==> src/rtl/acc_sram_pkg.sv <==
// Shared types and helpers for the accumulating scratch SRAM.
// Holds the control FSM state encoding and the write-mode constants.
// Imported by the top and by the read pipeline.
package acc_sram_pkg;

  // Control FSM: CLEAR walks the array writing zeros, IDLE serves traffic.
  typedef enum logic {
    ST_CLEAR = 1'b0,
    ST_IDLE  = 1'b1
  } state_t;

  // Write-mode encoding of the wr_acc input.
  localparam logic WR_OVR = 1'b0;
  localparam logic WR_ACC = 1'b1;

  // Number of byte lanes in a word of the given width.
  function automatic int nbytes(input int data_w);
    return data_w / 8;
  endfunction

endpackage

==> src/rtl/acc_sram_rdpipe.sv <==
// Read delay line: RD_LAT register stages carrying a valid bit and a data word.
// Latency RD_LAT cycles; one new entry per cycle, no stalls.
// Data registers only load on valid, so the output holds its last value.
module acc_sram_rdpipe
  import acc_sram_pkg::*;
#(
  parameter int DATA_W = 32,
  parameter int RD_LAT = 1
) (
  input  logic              clk,
  input  logic              rst_n,
  input  logic              in_valid,
  input  logic [DATA_W-1:0] in_data,
  output logic              out_valid,
  output logic [DATA_W-1:0] out_data
);

  logic              vld [RD_LAT];
  logic [DATA_W-1:0] dat [RD_LAT];

  // Shift valid every cycle; move data only alongside a valid entry.
  always_ff @(posedge clk) begin
    if (!rst_n) begin
      for (int i = 0; i < RD_LAT; i++) begin
        vld[i] <= 1'b0;
        dat[i] <= '0;
      end
    end else begin
      vld[0] <= in_valid;
      if (in_valid) begin
        dat[0] <= in_data;
      end
      for (int i = 1; i < RD_LAT; i++) begin
        vld[i] <= vld[i-1];
        if (vld[i-1]) begin
          dat[i] <= dat[i-1];
        end
      end
    end
  end

  assign out_valid = vld[RD_LAT-1];
  assign out_data  = dat[RD_LAT-1];

endmodule

==> src/rtl/acc_sram.sv <==
// Register-array scratch SRAM with byte-enable overwrite and accumulate writes.
// Read latency RD_LAT cycles, fully pipelined; writes take effect in one cycle.
// No backpressure: wr_ready low (clear engine running) drops writes and reads.
module acc_sram
  import acc_sram_pkg::*;
#(
  parameter int DATA_W = 32,
  parameter int DEPTH  = 16,
  parameter int ADDR_W = $clog2(DEPTH),
  parameter int RD_LAT = 1
) (
  input  logic                   clk,
  input  logic                   rst_n,
  input  logic                   wr_en,
  input  logic [ADDR_W-1:0]      wr_addr,
  input  logic [DATA_W-1:0]      wr_data,
  input  logic [DATA_W/8-1:0]    wr_be,
  input  logic                   wr_acc,
  output logic                   wr_ready,
  input  logic                   rd_en,
  input  logic [ADDR_W-1:0]      rd_addr,
  output logic [DATA_W-1:0]      rd_data,
  output logic                   rd_valid,
  input  logic                   clear_req,
  output logic                   busy
);

  localparam int                NB       = nbytes(DATA_W);
  localparam logic [ADDR_W-1:0] LAST_IDX = ADDR_W'(DEPTH - 1);
  localparam logic [ADDR_W:0]   DEPTH_X  = (ADDR_W + 1)'(DEPTH);

  if ((DATA_W % 8) != 0 || DEPTH < 2 || RD_LAT < 1 || RD_LAT > 2) begin : g_bad_param
    $error("acc_sram: illegal parameter combination");
  end

  state_t            state;
  state_t            state_nxt;
  logic [ADDR_W-1:0] cnt;
  logic [DATA_W-1:0] mem [DEPTH];

  logic              wr_in_rng;
  logic              rd_in_rng;
  logic [ADDR_W-1:0] wr_idx;
  logic [ADDR_W-1:0] rd_idx;
  logic              wr_fire;
  logic              rd_fire;
  logic [DATA_W-1:0] wr_word;
  logic [DATA_W-1:0] rd_word;

  // FSM state register; reset always restarts a full clear.
  always_ff @(posedge clk) begin
    if (!rst_n) begin
      state <= ST_CLEAR;
    end else begin
      state <= state_nxt;
    end
  end

  // FSM next state: clear finishes after the last word, IDLE waits for a clear request.
  always_comb begin
    state_nxt = state;
    case (state)
      ST_CLEAR: if (cnt == LAST_IDX) state_nxt = ST_IDLE;
      ST_IDLE:  if (clear_req)       state_nxt = ST_CLEAR;
      default:                       state_nxt = ST_CLEAR;
    endcase
  end

  // FSM outputs: traffic is only served in IDLE.
  always_comb begin
    busy     = (state == ST_CLEAR);
    wr_ready = (state == ST_IDLE);
  end

  // Clear counter: walks 0..DEPTH-1 in CLEAR and parks at 0 otherwise,
  // so every clear starts from word 0.
  always_ff @(posedge clk) begin
    if (!rst_n) begin
      cnt <= '0;
    end else if (state == ST_CLEAR && cnt != LAST_IDX) begin
      cnt <= cnt + 1'b1;
    end else begin
      cnt <= '0;
    end
  end

  // Address decode: out-of-range addresses are redirected to word 0 for the
  // array lookup and masked off at the point of use.
  always_comb begin
    wr_in_rng = ({1'b0, wr_addr} < DEPTH_X);
    rd_in_rng = ({1'b0, rd_addr} < DEPTH_X);
    wr_idx    = wr_in_rng ? wr_addr : '0;
    rd_idx    = rd_in_rng ? rd_addr : '0;
    wr_fire   = rst_n && wr_ready && wr_en && wr_in_rng;
    rd_fire   = wr_ready && rd_en;
  end

  // Next value of the addressed word: full-word add in accumulate mode,
  // otherwise a byte-lane merge of the new data over the old word.
  always_comb begin
    wr_word = mem[wr_idx];
    if (wr_acc == WR_ACC) begin
      wr_word = mem[wr_idx] + wr_data;
    end else begin
      for (int b = 0; b < NB; b++) begin
        if (wr_be[b]) begin
          wr_word[8*b +: 8] = wr_data[8*b +: 8];
        end
      end
    end
  end

  // Read sample is taken from the current array contents, which gives
  // read-first behaviour when a write hits the same word this cycle.
  always_comb begin
    rd_word = rd_in_rng ? mem[rd_idx] : '0;
  end

  // Array update: the clear engine owns the array in CLEAR, the write port in IDLE.
  always_ff @(posedge clk) begin
    if (state == ST_CLEAR) begin
      mem[cnt] <= '0;
    end else if (wr_fire) begin
      mem[wr_idx] <= wr_word;
    end
  end

  acc_sram_rdpipe #(
    .DATA_W (DATA_W),
    .RD_LAT (RD_LAT)
  ) u_rdpipe (
    .clk       (clk),
    .rst_n     (rst_n),
    .in_valid  (rd_fire),
    .in_data   (rd_word),
    .out_valid (rd_valid),
    .out_data  (rd_data)
  );

endmodule

==> config.mk <==
export PLATFORM = sky130hd
export DESIGN_NAME = acc_sram
export DESIGN_NICKNAME = d
export VERILOG_FILES = /design/src/rtl/acc_sram_pkg.sv /design/src/rtl/acc_sram_rdpipe.sv /design/src/rtl/acc_sram.sv
export SDC_FILE = /design/constraint.sdc
export NUM_CORES = 1
export LEC_CHECK = 0
export CAP_MARGIN = 20
export CORE_MARGIN = 2
export CORE_UTILIZATION = 60
export CTS_CLUSTER_SIZE = 28
export DETAILED_ROUTE_END_ITERATION = 8
export PLACE_DENSITY_LB_ADDON = 0.25
export SYNTH_ARGS = -nofsm -noshare
export SYNTH_HDL_FRONTEND = slang
export SYNTH_SLANG_ARGS = --single-unit
==> constraint.sdc <==
create_clock -name clk -period 6.8 [get_ports clk]
set_clock_uncertainty 0.05 [all_clocks]
set_input_delay 1.36 -clock clk [delete_from_list [all_inputs] [get_ports clk]]
set_output_delay 1.36 -clock clk [all_outputs]
set_load 0.05 [all_outputs]
==> qor.csv <==
stage;metric;value;unit
worst_setup_path;crit_path_end_kind;flip-flop;
die;row_count;77;
clock_tree;ctsHoldBuffers;0;
grt;grt_pass1_vias;15900;
logic_synthesis;syn_area_per_cell;18.6;um^2
worst_setup_path;reg2reg_slack;1.82;ns
die;start_util;0.612;
logic_synthesis;netlist_area;27200;um^2
clock_tree;clock_sinks;550;
sta;max_slew_margin;0.205;
clock_tree;clk_pin_slew_worst_paths;0.06;ns
drt;wl;69.4;mm
drt;dr_total_vias;15700;
logic_synthesis;synth_seq_cells;550;
logic_synthesis;synth_nets;1547;
grt;grt_max_degree;72;
logic_synthesis;synthTopCellsByArea;edfxtp_1 60%, mux4_2 25%, ha_1 1.5%;
drt;drt_iter0_markers;2108;
logic_synthesis;synth.distinct_cells;58;
clock_tree;post_cts_resize_count;0;
drt;ant_nets;0;
clock_tree;clkLatencyLatePin;0.61;ns
worst_setup_path;crit_type;input pin to flip-flop;
die;die_area;47000;um^2
clock_tree;tritoncts;yes;
logic_synthesis;synth_top_area_frac;0.601;
grt;grt_antenna_before_repair;1;
logic_synthesis;yosysWarnings;0;
clock_tree;post_cts_buffers;0;
die;chipHeight;217;um
sta;finalMaxSlewViolations;0;
clock_tree;cts_htree_levels;2;
worst_setup_path;crit_fanout;42;
sta;max_slew.worst_pin.slew;1.19;ns
placed_design;dp_hpwl;40.7;mm
power;powerDensity;247;nW/um^2
power;max-vdd-ir-drop;0.255;mV
clock_tree;clockRootBuffer;clkbuf_16;
drt;via_per_inst;7.08;
sta;finalHoldViolations;0;
cells_and_area;area_growth;13.2;%
die;ios;85;
grt;grt_pass1_wl;102;mm
cells_and_area;final_cell_mix;544 x edfxtp_1, 300 x mux4_2, 75 x clkdlybuf4s50_1;
drt;dr.pass1.iters;5;
sta;setup_tns;0;ns
logic_synthesis;synth_edf_count;544;
clock_tree;cts_buffers;55;
sta;fin_crit_sh;0.878;
logic_synthesis;synth_ff_type;edfxtp_1;
cells_and_area;layout-drive-gt1-share;0.301;
min_path;worstHoldPathType;flip-flop to flip-flop;
drt;routedWlPerCell;31.4;um
worst_setup_path;cp.required;7.02;ns
worst_setup_path;crit_path_start_kind;input pin;
cells_and_area;layout_commonest_cell;edfxtp_1;
placed_design;io_buffers;84;
die;coreArea;44400;um^2
logic_synthesis;synth-async-reset-ratio;0;
sta;fin_crit;5.97;ns
worst_setup_path;cp.arrival;6.19;ns
flow_run;max-cap-violations;0;
logic_synthesis;syn_inst;1464;
placed_design;place_congestion;0.871;
cells_and_area;nets;1655;
power;leakage;10.8;nW
grt;grt_overflow;0;
sta;max_freq;167;MHz
clock_tree;clk_path_buf_depth;3;
die;die_w;217;um
cells_and_area;final_util;0.692;
grt;gr-usage-all-layers;0.303;
logic_synthesis;synth_top_area_cell;edfxtp_1;
drt;drc;0;
status;status;complete, no violations;
sta;grt_setup_unrepaired;false;
logic_synthesis;yosysSeqAreaShare;0.606;
cells_and_area;fill_cells;2747;
sta;finalSetupViolCount;0;
## layout make-up
type	count	area [um^2]	share of cell area
well taps	592	741	0.0241
inverters	18	67.6	0.00220
flip-flops and latches	550	16500	0.535
repair buffers	152	1440	0.0468
diodes	2	5.00	0.000163
multi-input cells	795	10200	0.333
clock buffers	67	1460	0.0476
clock inverters	35	330	0.0107
## synthesized netlist by cell type (16+ instances only)
library cell	n
edfxtp_1	544
mux4_2	300
a21oi_1	57
nor2_1	57
clkbuf_1	51
a211oi_1	43
nand2_1	41
and2_1	37
ha_1	32
nor2b_1	28
o21ai_0	27
buf_2	20
a31oi_1	17
inv_1	16
mux2i_1	16
xnor2_1	16
## cell families (layout without fill, tap and decap cells)
group | Yosys count | count (layout) | share of synthesized area
mux | 331 | 331 | 0.265
fa+ha+maj | 33 | 33 | 0.0155
xor+xnor | 26 | 26 | 0.00838
other cells | 0 | 2 | 0
flops | 550 | 550 | 0.606
compound gates | 187 | 187 | 0.0431
buf+inv | 119 | 272 | 0.0221
simple gates | 218 | 218 | 0.0406
## path summary, 6_finish.rpt
path | to | start | depth (start not counted)
max | mem[4][29] | wr_addr[0] | 14
min reg2reg | cnt[0] | cnt[0] | 1
max reg2reg | mem[1][28] | mem[11][0] | 14
min | cnt[0] | cnt[0] | 1
## power by group
part           switching (mW)  internal [mW]
combinational           0.431          0.332
sequential             0.0304           3.75
clock                    1.28           1.75
## worst max-delay path: stages
cell and delay [ns]:
clkbuf_8 0.46, buf_4 0.26, mux4_2 0.51, mux4_2 0.54, ha_1 0.30, a21oi_1 0.19
nand4b_1 0.23, a21oi_1 0.13, o311ai_1 0.40, a21oi_1 0.22, o21ai_1 0.33, nand3_1 0.15
a221o_1 0.34, nor2_1 0.74
## state kept, by name, summed over array words and instances (netlist names)
| register | count |
|---|---|
| cnt | 4 |
| mem | 512 |
| u_rdpipe.dat | 32 |
| wr_ready | 1 |
| u_rdpipe.vld | 1 |
## routing by layer
layer / wire, um / GRT usage
met1: 26700 / 0.436
met2: 33100 / 0.470
met3: 7550 / 0.0690
met4: 2070 / 0.102
met5: 0 / 0
## per-stage QoR
| step | cells | total power, mW | area [um^2] | hold WS, ns | setup WS [ns] |
|---|---|---|---|---|---|
| 6_report | 2211 | 7.58 | 30700 | 0.473 | 0.828 |
| 5_1_grt | 2209 | 7.78 | 30700 | 0.508 | 0.507 |
| 4_1_cts | 2204 | 7.61 | 30700 | 0.472 | 0.935 |
| 3_5_place_dp | 2102 | 4.61 | 28900 | 0.461 | 0.284 |
| 3_3_place_gp | 2100 | 4.59 | 28900 | 0.438 | 0.299 |
| 2_1_floorplan | 1464 | 4.38 | 27200 | 0.415 | 0.936 |
Note: power is estimated with default switching activity, not from simulation.
